--- src/rtl/mod_counter.sv ---
// Prescaled up/down counter with runtime limit and wrap, saturate or one-shot modes.
// Drives scan-column sequencing, debounce timing and LED blink dividers.
module mod_counter #(
   parameter int WIDTH = 8,
   parameter int PRESC = 1,
   parameter int PW    = $clog2(PRESC) + 1
) (
   input  logic             clk,
   input  logic             reset,
   input  logic             clr,
   input  logic             load,
   input  logic [WIDTH-1:0] load_val,
   input  logic             inc,
   input  logic             dir,
   input  logic [1:0]       mode,
   input  logic [WIDTH-1:0] limit,
   output logic [WIDTH-1:0] cnt,
   output logic             at_term,
   output logic             wrap,
   output logic             done
);

   typedef enum logic [1:0] {S_IDLE, S_RUN, S_DONE} state_t;

   state_t           r_state, w_state_nxt;
   logic [WIDTH-1:0] r_cnt, w_cnt_nxt, w_cnt_step;
   logic [PW-1:0]    r_presc, w_presc_nxt;
   logic             r_wrap, w_wrap_nxt;
   logic             r_done, w_done_nxt;
   logic             w_step, w_at_term, w_new_term;

   assign w_at_term  = dir ? (r_cnt >= limit) : (r_cnt == '0);
   assign w_step     = inc && (r_presc == PW'(PRESC - 1));
   assign w_cnt_step = dir ? r_cnt + 1'b1 : r_cnt - 1'b1;
   assign w_new_term = dir ? (w_cnt_step >= limit) : (w_cnt_step == '0);

   always_ff @(posedge clk or posedge reset) begin
      if (reset) begin
         r_state <= S_IDLE;
         r_cnt   <= '0;
         r_presc <= '0;
         r_wrap  <= 1'b0;
         r_done  <= 1'b0;
      end else begin
         r_state <= w_state_nxt;
         r_cnt   <= w_cnt_nxt;
         r_presc <= w_presc_nxt;
         r_wrap  <= w_wrap_nxt;
         r_done  <= w_done_nxt;
      end
   end

   always_comb begin
      w_state_nxt = r_state;
      w_cnt_nxt   = r_cnt;
      w_presc_nxt = r_presc;
      w_wrap_nxt  = 1'b0;
      w_done_nxt  = r_done;
      if (clr) begin
         w_state_nxt = S_IDLE;
         w_cnt_nxt   = '0;
         w_presc_nxt = '0;
         w_done_nxt  = 1'b0;
      end else if (load) begin
         w_cnt_nxt   = load_val;
         w_presc_nxt = '0;
         w_done_nxt  = 1'b0;
         if (mode == 2'b10) w_state_nxt = S_RUN;
      end else begin
         if (inc) w_presc_nxt = w_step ? '0 : r_presc + 1'b1;
         if (w_step) begin
            case (mode)
               2'b01: begin
                  // A limit lowered below cnt snaps cnt back onto it.
                  if (dir && (r_cnt > limit)) w_cnt_nxt = limit;
                  else if (!w_at_term)        w_cnt_nxt = w_cnt_step;
               end
               2'b10: begin
                  if (r_state == S_RUN) begin
                     if (!w_at_term) w_cnt_nxt = w_cnt_step;
                     if (w_at_term || w_new_term) begin
                        w_wrap_nxt  = 1'b1;
                        w_done_nxt  = 1'b1;
                        w_state_nxt = S_DONE;
                     end
                  end
               end
               default: begin
                  if (w_at_term) begin
                     w_cnt_nxt  = dir ? '0 : limit;
                     w_wrap_nxt = 1'b1;
                  end else begin
                     w_cnt_nxt  = w_cnt_step;
                  end
               end
            endcase
         end
      end
   end

   assign cnt     = r_cnt;
   assign at_term = w_at_term;
   assign wrap    = r_wrap;
   assign done    = r_done;

endmodule

--- config.mk ---
export PLATFORM = sky130hd
export DESIGN_NAME = mod_counter
export DESIGN_NICKNAME = d
export VERILOG_FILES = /design/src/rtl/mod_counter.sv
export SDC_FILE = /design/constraint.sdc
export NUM_CORES = 1
export LEC_CHECK = 0
export BUFFER_PORTS_ARGS = -buffer_cell sky130_fd_sc_hd__buf_4
export CELL_PAD_IN_SITES_DETAIL_PLACEMENT = 0
export CELL_PAD_IN_SITES_GLOBAL_PLACEMENT = 2
export CORE_UTILIZATION = 34
export DETAILED_ROUTE_END_ITERATION = 10
export GPL_TIMING_DRIVEN = 0
export PLACE_DENSITY_LB_ADDON = 0.15
export SLEW_MARGIN = 20
export SYNTH_ARGS = -nofsm -noshare
export SYNTH_HDL_FRONTEND = slang
export SYNTH_SLANG_ARGS = --single-unit
--- constraint.sdc ---
create_clock -name clk -period 4.7 [get_ports clk]
set_input_delay 0.705 -clock clk [delete_from_list [all_inputs] [get_ports clk]]
set_output_delay 0.705 -clock clk [all_outputs]
set_load 0.02 [all_outputs]
==> flow_summary.yaml, run 1 <==
critical_path:
  arrival_ps: 4190
  critPathLaunchType: "input port"
  critPathRequiredTime_ps: 4810
  critPathLaunch: "dir"
  max_stage_delay_ps: 630
  worstReg2RegStart: "cnt[0]"
  end_kind: "flop"
  slowest_stage: "or4_2"
  crit_type: "input port to flop"
  worst-path-max-fanout: 14
  cp_common_cell: "ha_1"
  cp_cell_sequence: "buf_4 > inv_1 > ha_1 > clkbuf_1 > a41o_1 > or4_2 > nand3_2 > ha_1 > a2111oi_0 > a21oi_1 > o21ai_0 > a21boi_2 > o2bb2ai_1"
clock_tree:
  postCtsHoldBufs: 0
  cts_resized: 0
  clkLatencyLatePin_ps: 250
  postCtsSetupRepairBufs: 0
  cts_sinks: 13
  root_buffer: "clkbuf_8"
  clkSlewWorstSetupHoldPaths_ps: 60
  cts_tree: "yes"
  ctsHtreeMaxLevel: 1
  clockBufferDepth: 2
  cts-buffers-inserted: 3
logic_synthesis:
  synth_edf_count: 0
  synth_cell_types: 54
  ys.flop_type: "dfrtp_1"
  ys_top_cells_by_area: "dfrtp_1 (18%), ha_1 (17%), a21oi_1 (6.2%), nand2_1 (5.1%), inv_1 (4.7%)"
  synthCells: 243
  yosysTopAreaCellShare_pct: 17.6
  synth_common_cells: "ha_1 (25), nand2_1 (25), a21oi_1 (23), inv_1 (23)"
  synthArstFlopShare_pct: 100
  ys_ff_latch: 13
  syn-cell-area_um2: 1850
  ys.warnings.count: 0
  syn_nets: 293
  yosysSeqAreaShare_pct: 17.6
  syn_avg_cell_area_um2: 7.61
  yosys.area.top_type: "dfrtp_1"
placed_design:
  dpl.hpwl_um: 4710
  placed_area_um2: 2180
  io_buffers: 32
  gp_congestion: 0.810
  pre_cts_ws_ps: 21.7
final_layout:
  syn_to_final_growth_pct: 20.0
  post-route-cell-area_um2: 2220
  drive_gt1_share_pct: 15.8
  layout.nets: 329
  antenna_cells: 0
sta:
  rsz0062_at_grt: "no"
  relSlewSlack_pct: 38.1
  hold_slack_ps: 488
  fin_crit_ps: 4080
  finalHoldViolations: 0
  max_freq_ghz: 0.245
  maxSlewViolCount: 0
  report.final.setup_viol: 0
  layout_setup_ws_ps: 619
  finalCritPeriodShare_pct: 86.8
  tightestPinTransition_ps: 926
  finClkSkew_ps: 3.83
drt:
  drtPass1Iterations: 4
  drc: 0
  vias: 1928
  wl_per_cell_um: 16.7
  drtIter0Drc: 104
  ant_nets: 0
  routed_wl_um: 5800
  via_per_inst: 5.54
status:
  status: "complete, no violations"
grt:
  top_usage_layer: "met2"
  first_global_vias: 1802
  grt_usage_pct: 22.3
  overflow: 0
  use_met2_pct: 37.4
  grtUsageMet1_pct: 31.5
  grt_antenna_before_repair: 0
  grt_pass1_wl_um: 9410
  grt_start_max_net_pins: 14
  use_met3_pct: 3.44
power_and_ir_drop:
  p_seq_share_pct: 24.9
  pwr-share-clk_pct: 17.2
  leakagePower_nw: 1.04
  vdd_drop_max_mv: 0.107
  power.switching_mw: 0.269
  power_density_nw_per_um2: 268
  combPwrFrac_pct: 57.9
  swShare_pct: 45.3
  power.internal_mw: 0.324
min_path:
  min_path_type: "input port to async pin"
floorplanning:
  core_um2: 5170
  start_util_pct: 35.7
  fp.dieArea_um2: 5730
  num_rows: 26
  die_x_um: 75.7
  die_h_um: 75.7
  io_pins: 35
job:
  cap_violations: 0
==> worst max-delay path, delay by kind of cell <==
kind                     cells  cell delay, ps
adder cells (fa/ha/maj)      2             530
AO/OA/AOI/OAI                6            1520
buffers and inverters        3             640
AND/OR/NAND/NOR              2             770
==> flip-flops by register name, summed over array words and instances, names as in the netlist <==
signal   count
r_presc      1
cnt          8
wrap         1
done         1
r_state      2
==> stage by stage <==
| stage | std cells | TNS, ps | utilization (%) | power, mW |
|---|---|---|---|---|
| floorplan | 243 | 0 | - | 0.384 |
| global placement | 345 | -16.1 | 42.1 | 0.493 |
| detailed placement | 345 | 0 | 42.1 | 0.493 |
| CTS | 349 | 0 | 42.9 | 0.596 |
| global route | 348 | 0 | 42.9 | 0.650 |
| finish | 348 | 0 | 42.9 | 0.593 |
==> layout make-up <==
cell class / count / area [um2]
fillers: 545 / 2960
multi-input cells: 198 / 1400
flip-flops and latches: 13 / 325
repair buffers: 32 / 240
well taps: 70 / 87.6
inverters: 23 / 86.3
clock buffers: 4 / 45.0
plain buffers: 8 / 30.0
==> power groups by stage <==
stage | Sequential (mW) | Clock [mW] | Combinational (mW)
4_1_cts | 0.149 | 0.103 | 0.344
5_1_grt | 0.150 | 0.111 | 0.389
2_1_floorplan | 0.151 | 0 | 0.233
6_report | 0.148 | 0.102 | 0.343
3_5_place_dp | 0.150 | 0 | 0.343
3_3_place_gp | 0.150 | 0 | 0.343
==> kinds of logic after synthesis <==
group           synth area share [%]
compound gates                  32.8
simple gates                    21.1
buf+inv                         6.50
fa+ha+maj                       18.0
flops                           17.6
xor+xnor                        2.84
mux                             1.22
==> routing by layer <==
metal	wire [um]	vias to the layer above
met5	0	-
met4	19	0
met3	178	2
met2	2800	33
met1	2800	909
li1	-	984
==> path summary, 6_finish.rpt <==
path                          end  slack, ps  cells after the start
max                          wrap        620                     13
min                          done        490                      2
max reg2reg                  wrap        950                     13
min reg2reg                  done        500                      1
max in group asynchronous  cnt[0]       3860                      2
min in group clk             done        500                      1
==> cell usage in the layout (no fill, tap or decap), types with 4 or more instances in the layout <==
| cell type | Yosys | layout |
|---|---|---|
| a211oi_1 | 10 | 10 |
| a21oi_1 | 23 | 23 |
| buf_4 | 0 | 32 |
| clkbuf_1 | 8 | 8 |
| dfrtp_1 | 13 | 13 |
| ha_1 | 25 | 25 |
| inv_1 | 23 | 23 |
| nand2_1 | 25 | 25 |
| nand3_1 | 13 | 13 |
| nor2_1 | 12 | 12 |
| nor3_1 | 5 | 5 |
| o211ai_1 | 4 | 4 |
| o21a_1 | 7 | 7 |
| o21ai_0 | 10 | 10 |
| o22ai_1 | 4 | 4 |
| xnor2_1 | 4 | 4 |
(Power assumes the default switching activity.)
==> run 2: changes to the inputs <==
Settings changed: CELL_PAD_IN_SITES_DETAIL_PLACEMENT 0 to default, CELL_PAD_IN_SITES_GLOBAL_PLACEMENT 2 to default, CORE_UTILIZATION 34 to 50.
==> run 2 against run 1 <==
- clock power is essentially flat
- worst hold slack lost 5.4 ps
- total power shrank 0.20%
- flip-flop and latch count is the same
- count of clock-buffer cells in the layout is the same
- sequential share of layout area grew 0.18 points
- critical endpoint is now done
- largest cell class unchanged
==> flow_summary.yaml, run 2 (synthesis results as in run 1) <==
floorplanning:
  fp.dieArea_um2: 3940
  io_pins: 35
  die_h_um: 62.8
  die_x_um: 62.8
  start_util_pct: 53.7
  num_rows: 21
  core_um2: 3440
grt:
  grt_start_max_net_pins: 14
  first_global_vias: 1814
  overflow: 0
  grt_pass1_wl_um: 8680
  grt_usage_pct: 28.1
  grt_antenna_before_repair: 0
critical_path:
  end_kind: "flop"
  worst-path-max-fanout: 10
  critPathLaunchType: "input port"
  crit_buf_inv: 3
  max_stage_delay_ps: 630
  cp_common_cell: "ha_1"
  cp_cell_sequence: "buf_4 > clkbuf_1 > inv_1 > ha_1 > a21o_1 > a41o_1 > or4_2 > nand3_2 > ha_1 > a2111oi_0 > a21oi_1 > o21ai_0 > a21boi_2 > o21a_1"
  crit_family: "compound AO/OA/AOI/OAI gates"
  crit_type: "input port to flop"
  slowest_stage: "or4_2"
  r2r_cells: 13
  cp.depth: 14
  arrival_ps: 4540
  critPathRequiredTime_ps: 4840
drt:
  routed_wl_um: 5170
  wl_per_cell_um: 15.9
  vias: 2013
  drtIter0Drc: 183
  via_per_inst: 6.19
  ant_nets: 0
  drc: 0
  drtPass1Iterations: 5
final_layout:
  drive_gt1_share_pct: 15.8
  largest_reg_flops: 8
  syn_to_final_growth_pct: 18.6
  antenna_cells: 0
  final_cell_mix: "buf_4 (32), nand2_1 (25), ha_1 (25)"
  postLayoutCoreUtil_pct: 63.6
  final_common_cell: "buf_4"
  fillers: 330
  layout.nets: 330
sta:
  finalHoldViolations: 0
  tns_ps: 0
  rsz0062_at_grt: "no"
  finalCritPeriodShare_pct: 93.7
  fin_crit_ps: 4400
  finClkSkew_ps: 3.29
  layout_setup_ws_ps: 295
  tightestPinTransition_ps: 961
  max_freq_ghz: 0.227
  report.final.setup_viol: 0
  maxSlewViolCount: 0
  hold_slack_ps: 483
  relSlewSlack_pct: 35.7
clock_tree:
  postCtsHoldBufs: 0
  cts_resized: 0
  clockBufferDepth: 2
  ctsHtreeMaxLevel: 1
  clkLatencyLatePin_ps: 250
  cts-buffers-inserted: 3
  root_buffer: "clkbuf_8"
  cts_tree: "yes"
  postCtsSetupRepairBufs: 0
  cts_sinks: 13
  clkSlewWorstSetupHoldPaths_ps: 50
placed_design:
  dpl.hpwl_um: 4030
  gp_congestion: 0.938
  io_buffers: 32
  pre_cts_ws_ps: 87.8
power_and_ir_drop:
  vdd_drop_max_mv: 0.123
  finalPower_mw: 0.592
  power_density_nw_per_um2: 270
  leakagePower_nw: 1.04
min_path:
  min_path_type: "input port to async pin"
status:
  status: "complete, no violations"
job:
  cap_violations: 0
## run 2: path summary, 6_finish.rpt
kind                        start         end  slack, ps
max                           dir        done        300
min                         reset     r_presc        480
max reg2reg                cnt[0]        done       1040
min reg2reg                  done        done        490
max in group asynchronous   reset  r_state[1]       3880
min in group clk             done        done        490
## run 2: where the power goes
group	internal, mW	switching [mW]	total, mW
combinational	0.143	0.202	0.345
sequential	0.123	0.0240	0.147
clock	0.0600	0.0409	0.101
## run 2: worst register-to-register path, cell delays in order, from the launching register on
cell and delay, ps:
dfrtp_1 570, inv_1 180, fa_1 470, nand2b_1 180, a21oi_1 160, xor2_1 340, ha_1 320, a21oi_1 150
nor2b_1 60, a2111oi_0 360, a21oi_1 140, o21ai_0 300, a21boi_2 120, o21a_1 180
## run 2: metal layers
layer | global-route usage (%) | part of all wire, % | wire length [um] | vias to the layer above
li1 | - | - | - | 992
met1 | 38.7 | 46 | 2360 | 932
met2 | 44.6 | 46 | 2380 | 76
met3 | 4.01 | 5.6 | 290 | 13
met4 | 9.88 | 2.6 | 135 | 0
met5 | 0 | 0 | 0 | -
## run 2: metrics by stage
stage | instances | instance area, um2
after global routing | 325 | 2190
after global placement | 321 | 2150
after detailed placement | 321 | 2150
after CTS | 325 | 2190
final | 325 | 2190
after floorplan | 243 | 1850
## run 2: area by class of cell
| class | instances | area, um2 | share of cell area [%] |
|---|---|---|---|
| multi-input combinational | 198 | 1400 | 64.0 |
| sequential | 13 | 325 | 14.8 |
| timing repair buffer | 32 | 240 | 11.0 |
| inverter | 23 | 86.3 | 3.94 |
| tap | 46 | 57.6 | 2.63 |
| clock buffer | 4 | 45.0 | 2.06 |
| buffer | 9 | 33.8 | 1.54 |
